===== config.mk =====
export PLATFORM = sky130hd
export DESIGN_NAME = cdc_handshake_tx
export DESIGN_NICKNAME = d
export VERILOG_FILES = /design/src/rtl/cdc_handshake_tx.sv
export SDC_FILE = /design/constraint.sdc
export NUM_CORES = 1
export LEC_CHECK = 0
export BUFFER_PORTS_ARGS = -buffer_cell sky130_fd_sc_hd__buf_2
export CAP_MARGIN = 20
export CORE_MARGIN = 2
export CORE_UTILIZATION = 45
export CTS_BUF_LIST = sky130_fd_sc_hd__clkbuf_8
export CTS_CLUSTER_DIAMETER = 30
export DETAILED_ROUTE_END_ITERATION = 8
export HOLD_SLACK_MARGIN = 0.12
export PLACE_DENSITY_LB_ADDON = 0.2
export REMOVE_ABC_BUFFERS = 1
export SLEW_MARGIN = 25
export SYNTH_ARGS = -nofsm -noshare
export SYNTH_HDL_FRONTEND = slang
export SYNTH_SLANG_ARGS = --single-unit

===== constraint.sdc =====
create_clock -name clock -period 1.65 [get_ports clock]
set_clock_uncertainty 0.1 [all_clocks]
set_input_delay 0.0825 -clock clock [delete_from_list [all_inputs] [get_ports clock]]
set_output_delay 0.0825 -clock clock [all_outputs]
set_load 0.02 [all_outputs]

===== src/rtl/cdc_handshake_tx.sv =====
// Transmitter end of a four-phase req/ack clock-domain crossing. Captures one word,
// holds it on data_out and walks req_out through the handshake against a resynchronized ack.
module cdc_handshake_tx #(
  parameter int unsigned WIDTH       = 8,
  parameter int unsigned SYNC_STAGES = 2,
  parameter int unsigned TIMEOUT     = 1024
) (
  input  logic             clock,
  input  logic             reset,
  input  logic             in_valid,
  input  logic [WIDTH-1:0] in_data,
  output logic             in_ready,
  output logic             req_out,
  output logic [WIDTH-1:0] data_out,
  input  logic             ack_async,
  output logic             xfer_done,
  output logic             busy,
  output logic             timeout_err
);

  localparam int unsigned CntW = (TIMEOUT > 0) ? $clog2(TIMEOUT + 1) : 1;
  localparam logic [CntW-1:0] CntMax      = '1;
  localparam logic [CntW-1:0] TimeoutLast = CntW'((TIMEOUT > 0) ? TIMEOUT - 1 : 0);

  typedef enum logic [1:0] {StIdle, StReqHi, StReqLo} state_e;

  state_e                 state_q, state_d;
  logic                   req_q, req_d;
  logic [WIDTH-1:0]       data_q, data_d;
  logic                   done_q, done_d;
  logic                   tout_q, tout_d;
  logic [CntW-1:0]        cnt_q, cnt_d;
  logic [SYNC_STAGES-1:0] sync_q, sync_d;
  logic                   ack_sync;
  logic                   waiting;

  // SYNC_STAGES must be at least 2; the chain is the only consumer of ack_async.
  assign sync_d   = {sync_q[SYNC_STAGES-2:0], ack_async};
  assign ack_sync = sync_q[SYNC_STAGES-1];
  assign waiting  = (state_q != StIdle);

  always_comb begin
    state_d = state_q;
    req_d   = req_q;
    data_d  = data_q;
    done_d  = 1'b0;
    tout_d  = tout_q;
    cnt_d   = cnt_q;

    unique case (state_q)
      StIdle: begin
        if (in_valid && in_ready) begin
          data_d  = in_data;
          req_d   = 1'b1;
          state_d = StReqHi;
        end
      end
      StReqHi: begin
        if (ack_sync) begin
          req_d   = 1'b0;
          state_d = StReqLo;
        end
      end
      StReqLo: begin
        if (!ack_sync) begin
          done_d  = 1'b1;
          state_d = StIdle;
        end
      end
      default: begin
        req_d   = 1'b0;
        state_d = StIdle;
      end
    endcase

    // Counter restarts on every state change and saturates instead of wrapping.
    if (!waiting || (state_d != state_q)) begin
      cnt_d = '0;
    end else if (cnt_q != CntMax) begin
      cnt_d = cnt_q + 1'b1;
    end

    if ((TIMEOUT != 0) && waiting && (state_d == state_q) && (cnt_q >= TimeoutLast)) begin
      tout_d = 1'b1;
    end
  end

  always_ff @(posedge clock) begin
    if (reset) begin
      state_q <= StIdle;
      req_q   <= 1'b0;
      data_q  <= '0;
      done_q  <= 1'b0;
      tout_q  <= 1'b0;
      cnt_q   <= '0;
      sync_q  <= '0;
    end else begin
      state_q <= state_d;
      req_q   <= req_d;
      data_q  <= data_d;
      done_q  <= done_d;
      tout_q  <= tout_d;
      cnt_q   <= cnt_d;
      sync_q  <= sync_d;
    end
  end

  assign in_ready    = (state_q == StIdle) && !reset;
  assign req_out     = req_q;
  assign data_out    = data_q;
  assign xfer_done   = done_q;
  assign busy        = waiting;
  assign timeout_err = tout_q;

endmodule


**Yosys cells after proc, flatten, opt, wreduce, memory -nomap -nowiden**

Index checks and enable logic that the tools add are counted.
Widths: inputs -> output; s select.

- Bits in registers: 26
- Bits of input ports: 12
- Output and inout bits: 13
- Logic and storage cells: 38

- $add $sub $neg: 1
- Magnitude comparators: 1
- Eq/ne operators: 7
- Muxes and demuxes: 8
- Bitwise logic cells: 1
- Reductions and logical operators: 13

Operators with widths:

| cell | number |
|---|---|
| $add 11x1->11 const B | 1 |
| $ge 11x10->1 const B | 1 |
| $ne 11x11->1 const B | 1 |
| $mux 2 | 3 |
| $pmux 2 s3 | 1 |
| $logic_and 1x1->1 | 4 |
| $ne 2x2->1 const B | 2 |
| $reduce_or 2->1 | 2 |
| $mux 1 | 3 |
| $pmux 1 s3 | 1 |
| $reduce_and 3->1 | 1 |
| $eq 2x1->1 const B | 1 |
| $eq 2x2->1 | 1 |
| $eq 2x2->1 const B | 1 |
| $logic_not 1->1 | 2 |
| $logic_not 2->1 | 1 |
| $ne 2x2->1 | 1 |
| $reduce_and 2->1 | 1 |
| $reduce_bool 2->1 | 1 |
| $logic_or 1x1->1 | 1 |
| $not 1->1 | 1 |

**Logic depth before layout (Yosys ltp)**

- Depth after elaboration: 8
- Depth in mapped cells: 7
- Depth with buffers taken out: 5

**Least setup slack after synthesis**

OpenSTA, ideal clock, no wires.

- Path kind: reg2reg
- Start: register state_q[0]
- End: register data_q[6] (netlist: data_out[6])
- Library setup time: 123 ps
- Data arrival time: 1,544 ps
- Required time: 1,427 ps
- Setup slack: -117 ps
- Cell stages (with the launch flop): 7
- Path buffers: 3
- Clock period less this slack: 1,767 ps
- Path through: dfxtp_1 buf_4 nor3_1 and2_1 buf_2 buf_2 o21ai_0

- Longest elaborated chain between the ends: 4

Ends and longest elaborated chain:

| what | RTL line | source |
|---|---|---|
| start, declared | 27 | `state_e state_q, state_d;` |
| start signal, assigned | 90 | `state_q <= StIdle;` |
| start signal, assigned | 98 | `state_q <= state_d;` |
| $logic_not 2->1 | 108 | `assign in_ready = (state_q == StIdle) && !reset;` |
| $logic_and 1x1->1 | 108 |  |
| via in_ready | 12 | `output logic in_ready,` |
| $logic_and 1x1->1 | 52 | `if (in_valid && in_ready) begin` |
| $reduce_and 2->1 (no line) | - |  |
| end signal, assigned | 100 | `data_q <= data_d;` |
| end, declared | 29 | `logic [WIDTH-1:0] data_q, data_d;` |

The timed path passes the listed nets, and every way through them passes these cells.
A chain may end at the register's enable or synchronous reset.

**Worst setup path after layout**

- Start: register cnt_q[1]
- End: register cnt_q[5]

- Longest elaborated chain between the ends: 1
- Elaborated cells between the ends (all ways): 2
- Classes of those cells: add/sub (1); eq/ne (1)

Ends and longest elaborated chain:

| what | RTL line | source |
|---|---|---|
| start, declared | 32 | `logic [CntW-1:0] cnt_q, cnt_d;` |
| start signal, assigned | 103 | `cnt_q <= cnt_d;` |
| $add 11x1->11 or $ne 11x11->1 (tied branches) | 80, 79 |  |

Several ways; a longest one is shown, not always the timed one.

==> impl_metrics.ini <==
[routing]
drt_first_pass_iters = 4
vias = 982
routed_wl_um = 2330
drc = 0
ant_nets = 0
wl_per_cell_um = 12.3
vias_per_cell = 5.20
drtIter0Drc = 16

[logic_synthesis]
ys.warnings.count = 0
yosysUniqueCellTypes = 34
avgSynthCellArea_um2 = 8.86
ys_seq_area_share_pct = 48.5
postSynthCellCount = 121
ys_ff_latch = 26
syn_area_um2 = 1070

[grt]
met3_usage_pct = 6.00
busiest_layer = met2
grt_use_total_pct = 20.1
antenna_found_initial = 0
grt_use_met1_pct = 21.9
grt.overflow.total = 0
grt_max_degree = 17
grtUsageMet2_pct = 36.0
grt_pass1_wl_um = 4070
grt_pass1_vias = 973

[sta]
period_needed_ns = 1.51
slew_violations = 0
tightest_slew_ns = 0.334
slew_headroom_pct = 77.4
fmax_ghz = 0.661
hold_slack_ns = 0.354
setup_tns_ns = 0
hold_violations = 0
setup_viol = 0
setup_ws_ns = 0.138
rsz0062_at_grt = false
fin_crit_sh_pct = 91.6

[layout]
fin_nets = 175
area_growth_pct = 32.2
fin_area_um2 = 1420
antenna_cells = 0
layout-drive-gt1-share_pct = 23.6
fillCellCount = 194
layout_common_cells = dfxtp_1, buf_2, o21ai_0, nand2_1, dlygate4sd3_1
final_common_cell = dfxtp_1

[clocking]
numCtsBuffers = 3
root_buffer = clkbuf_8
clk_pin_slew_worst_paths_ns = 0.10
clkLatencyLatePin_ns = 0.28
tritoncts = done
htreeDepth = 1
cts.sink_count = 26
clock_path_buffers = 2

[floorplan]
start_util_pct = 48.0
chipWidth_um = 52.8
die_h_um = 52.8
die-area_um2 = 2790
io_pins = 25
rows = 17
core-area_um2 = 2230

[pwr]
powerDensity_nw_per_um2 = 869
power_w = 0.00123
ir_worst_vdd_mv = 0.635
leakage_nw = 0.579

[placed_design]
dp_hpwl_um = 1520
place_area_um2 = 1240
place_ws_ns = 0.100
gp_congestion = 0.823
io_buffer_count = 24

[setup_path]
crit_path_start_kind = flip-flop
worstPathArrival_ns = 1.63
required_ns = 1.77
crit_path_end_kind = flip-flop
critical_path_class = reg2reg
cp_max_fo = 7

[run]
maxCapViolCount = 0

[hold_path]
hold_class = reg2reg

[outcome]
status = complete, no violations
-- path summary, 6_finish.rpt --
| kind | start | endpoint | slack (ns) | cells after the start |
|---|---|---|---|---|
| setup / recovery | cnt_q[1] | cnt_q[5] | 0.14 | 6 |
| setup reg to reg | cnt_q[1] | cnt_q[5] | 0.14 | 6 |
| hold reg to reg | sync_q[0] | sync_q[1] | 0.35 | 1 |
| hold / removal | sync_q[0] | sync_q[1] | 0.35 | 1 |
-- area by class of cell --
type                       instances  area, um^2  area share [%]
multi-input combinational         85         502            35.4
inverter                           3        11.3           0.794
tap                               28        35.0            2.47
timing repair buffer              43         293            20.7
sequential                        26         522            36.8
clock buffer                       4        55.1            3.88
-- synthesized netlist by cell type --
| library cell | n | share of area, % |
|---|---|---|
| nor3_1 | 4 | 1.9 |
| a211oi_1 | 2 | 1.4 |
| ha_1 | 1 | 1.2 |
| a31oi_1 | 2 | 1.2 |
| mux2i_1 | 2 | 1.9 |
| clkbuf_1 | 2 | 0.70 |
| o32ai_1 | 1 | 0.82 |
| and4_1 | 2 | 1.6 |
| a21o_1 | 1 | 0.70 |
| nand3_1 | 5 | 2.3 |
| buf_4 | 1 | 0.70 |
| nand3b_1 | 1 | 0.70 |
| nor3_2 | 1 | 0.93 |
| buf_2 | 3 | 1.4 |
| a22oi_1 | 1 | 0.70 |
| xor2_1 | 3 | 2.5 |
| nand4_1 | 1 | 0.58 |
| dfxtp_1 | 26 | 49 |
| and3_1 | 1 | 0.58 |
| a41o_1 | 1 | 0.93 |
| nor2_1 | 7 | 2.5 |
| a21oi_1 | 7 | 3.3 |
| o21ai_0 | 13 | 6.1 |
| xnor2_1 | 1 | 0.82 |
| buf_6 | 1 | 1.1 |
| nand2_1 | 12 | 4.2 |
| nor2b_1 | 2 | 1.2 |
| o21bai_1 | 1 | 0.70 |
| inv_1 | 3 | 1.1 |
| nor4b_1 | 1 | 0.82 |
| or3_1 | 2 | 1.2 |
| or3b_1 | 1 | 0.82 |
| nand2b_1 | 8 | 4.7 |
| and2_1 | 1 | 0.58 |
-- routing by layer --
| layer | part of all wire [%] | wire length (um) |
|---|---|---|
| met2 | 49 | 1150 |
| met3 | 5.5 | 128 |
| met1 | 43 | 1010 |
| met4 | 1.8 | 41 |
| met5 | 0 | 0 |
-- registers in the layout, summed over array words and instances, names as in the netlist --
| register | count |
|---|---|
| req_out | 1 |
| state_q | 2 |
| data_out | 8 |
| sync_q | 2 |
| xfer_done | 1 |
| timeout_err | 1 |
| cnt_q | 11 |
-- metrics by stage --
| stage | utilization, % | std cells |
|---|---|---|
| after global placement | 55.5 | 173 |
| after detailed placement | 55.5 | 173 |
| final | 63.5 | 189 |
| after floorplan | - | 114 |
| after CTS | 63.3 | 189 |
| after global routing | 63.5 | 189 |
-- power by group --
part	leakage (nW)	internal, W	switching [W]
sequential	0.213	0.000650	0.0000120
clock	0.0288	0.000214	0.000206
combinational	0.337	0.0000730	0.0000776
-- critical path, cell delays in order (launching register included) --
cell and delay [ns]:
dfxtp_2 0.34, ha_2 0.18, nand3_1 0.14, nor3_2 0.06, buf_4 0.16, or3_1 0.35, a21oi_1 0.13
-- logic make-up after synthesis --
group                    after synthesis  share of synthesized area (%)
multiplexers                           2                           1.87
AO/OA/AOI/OAI                         29                           15.8
AND/OR/NAND/NOR                       49                           24.5
XOR/XNOR                               4                           3.27
buffers and inverters                 10                           4.90
flip-flops                            26                           48.5
adder cells (fa/ha/maj)                1                           1.17
-- repair_timing --
| action | CTS | global route |
|---|---|---|
| setup buffers | 0 | 0 |
| setup endpoints to repair | 0 | 5 |
| endpoints found under the hold margin | 12 | 0 |
| resized for setup | 0 | 2 |
| hold buffers | 12 | 0 |
(Power assumes the default switching activity.)
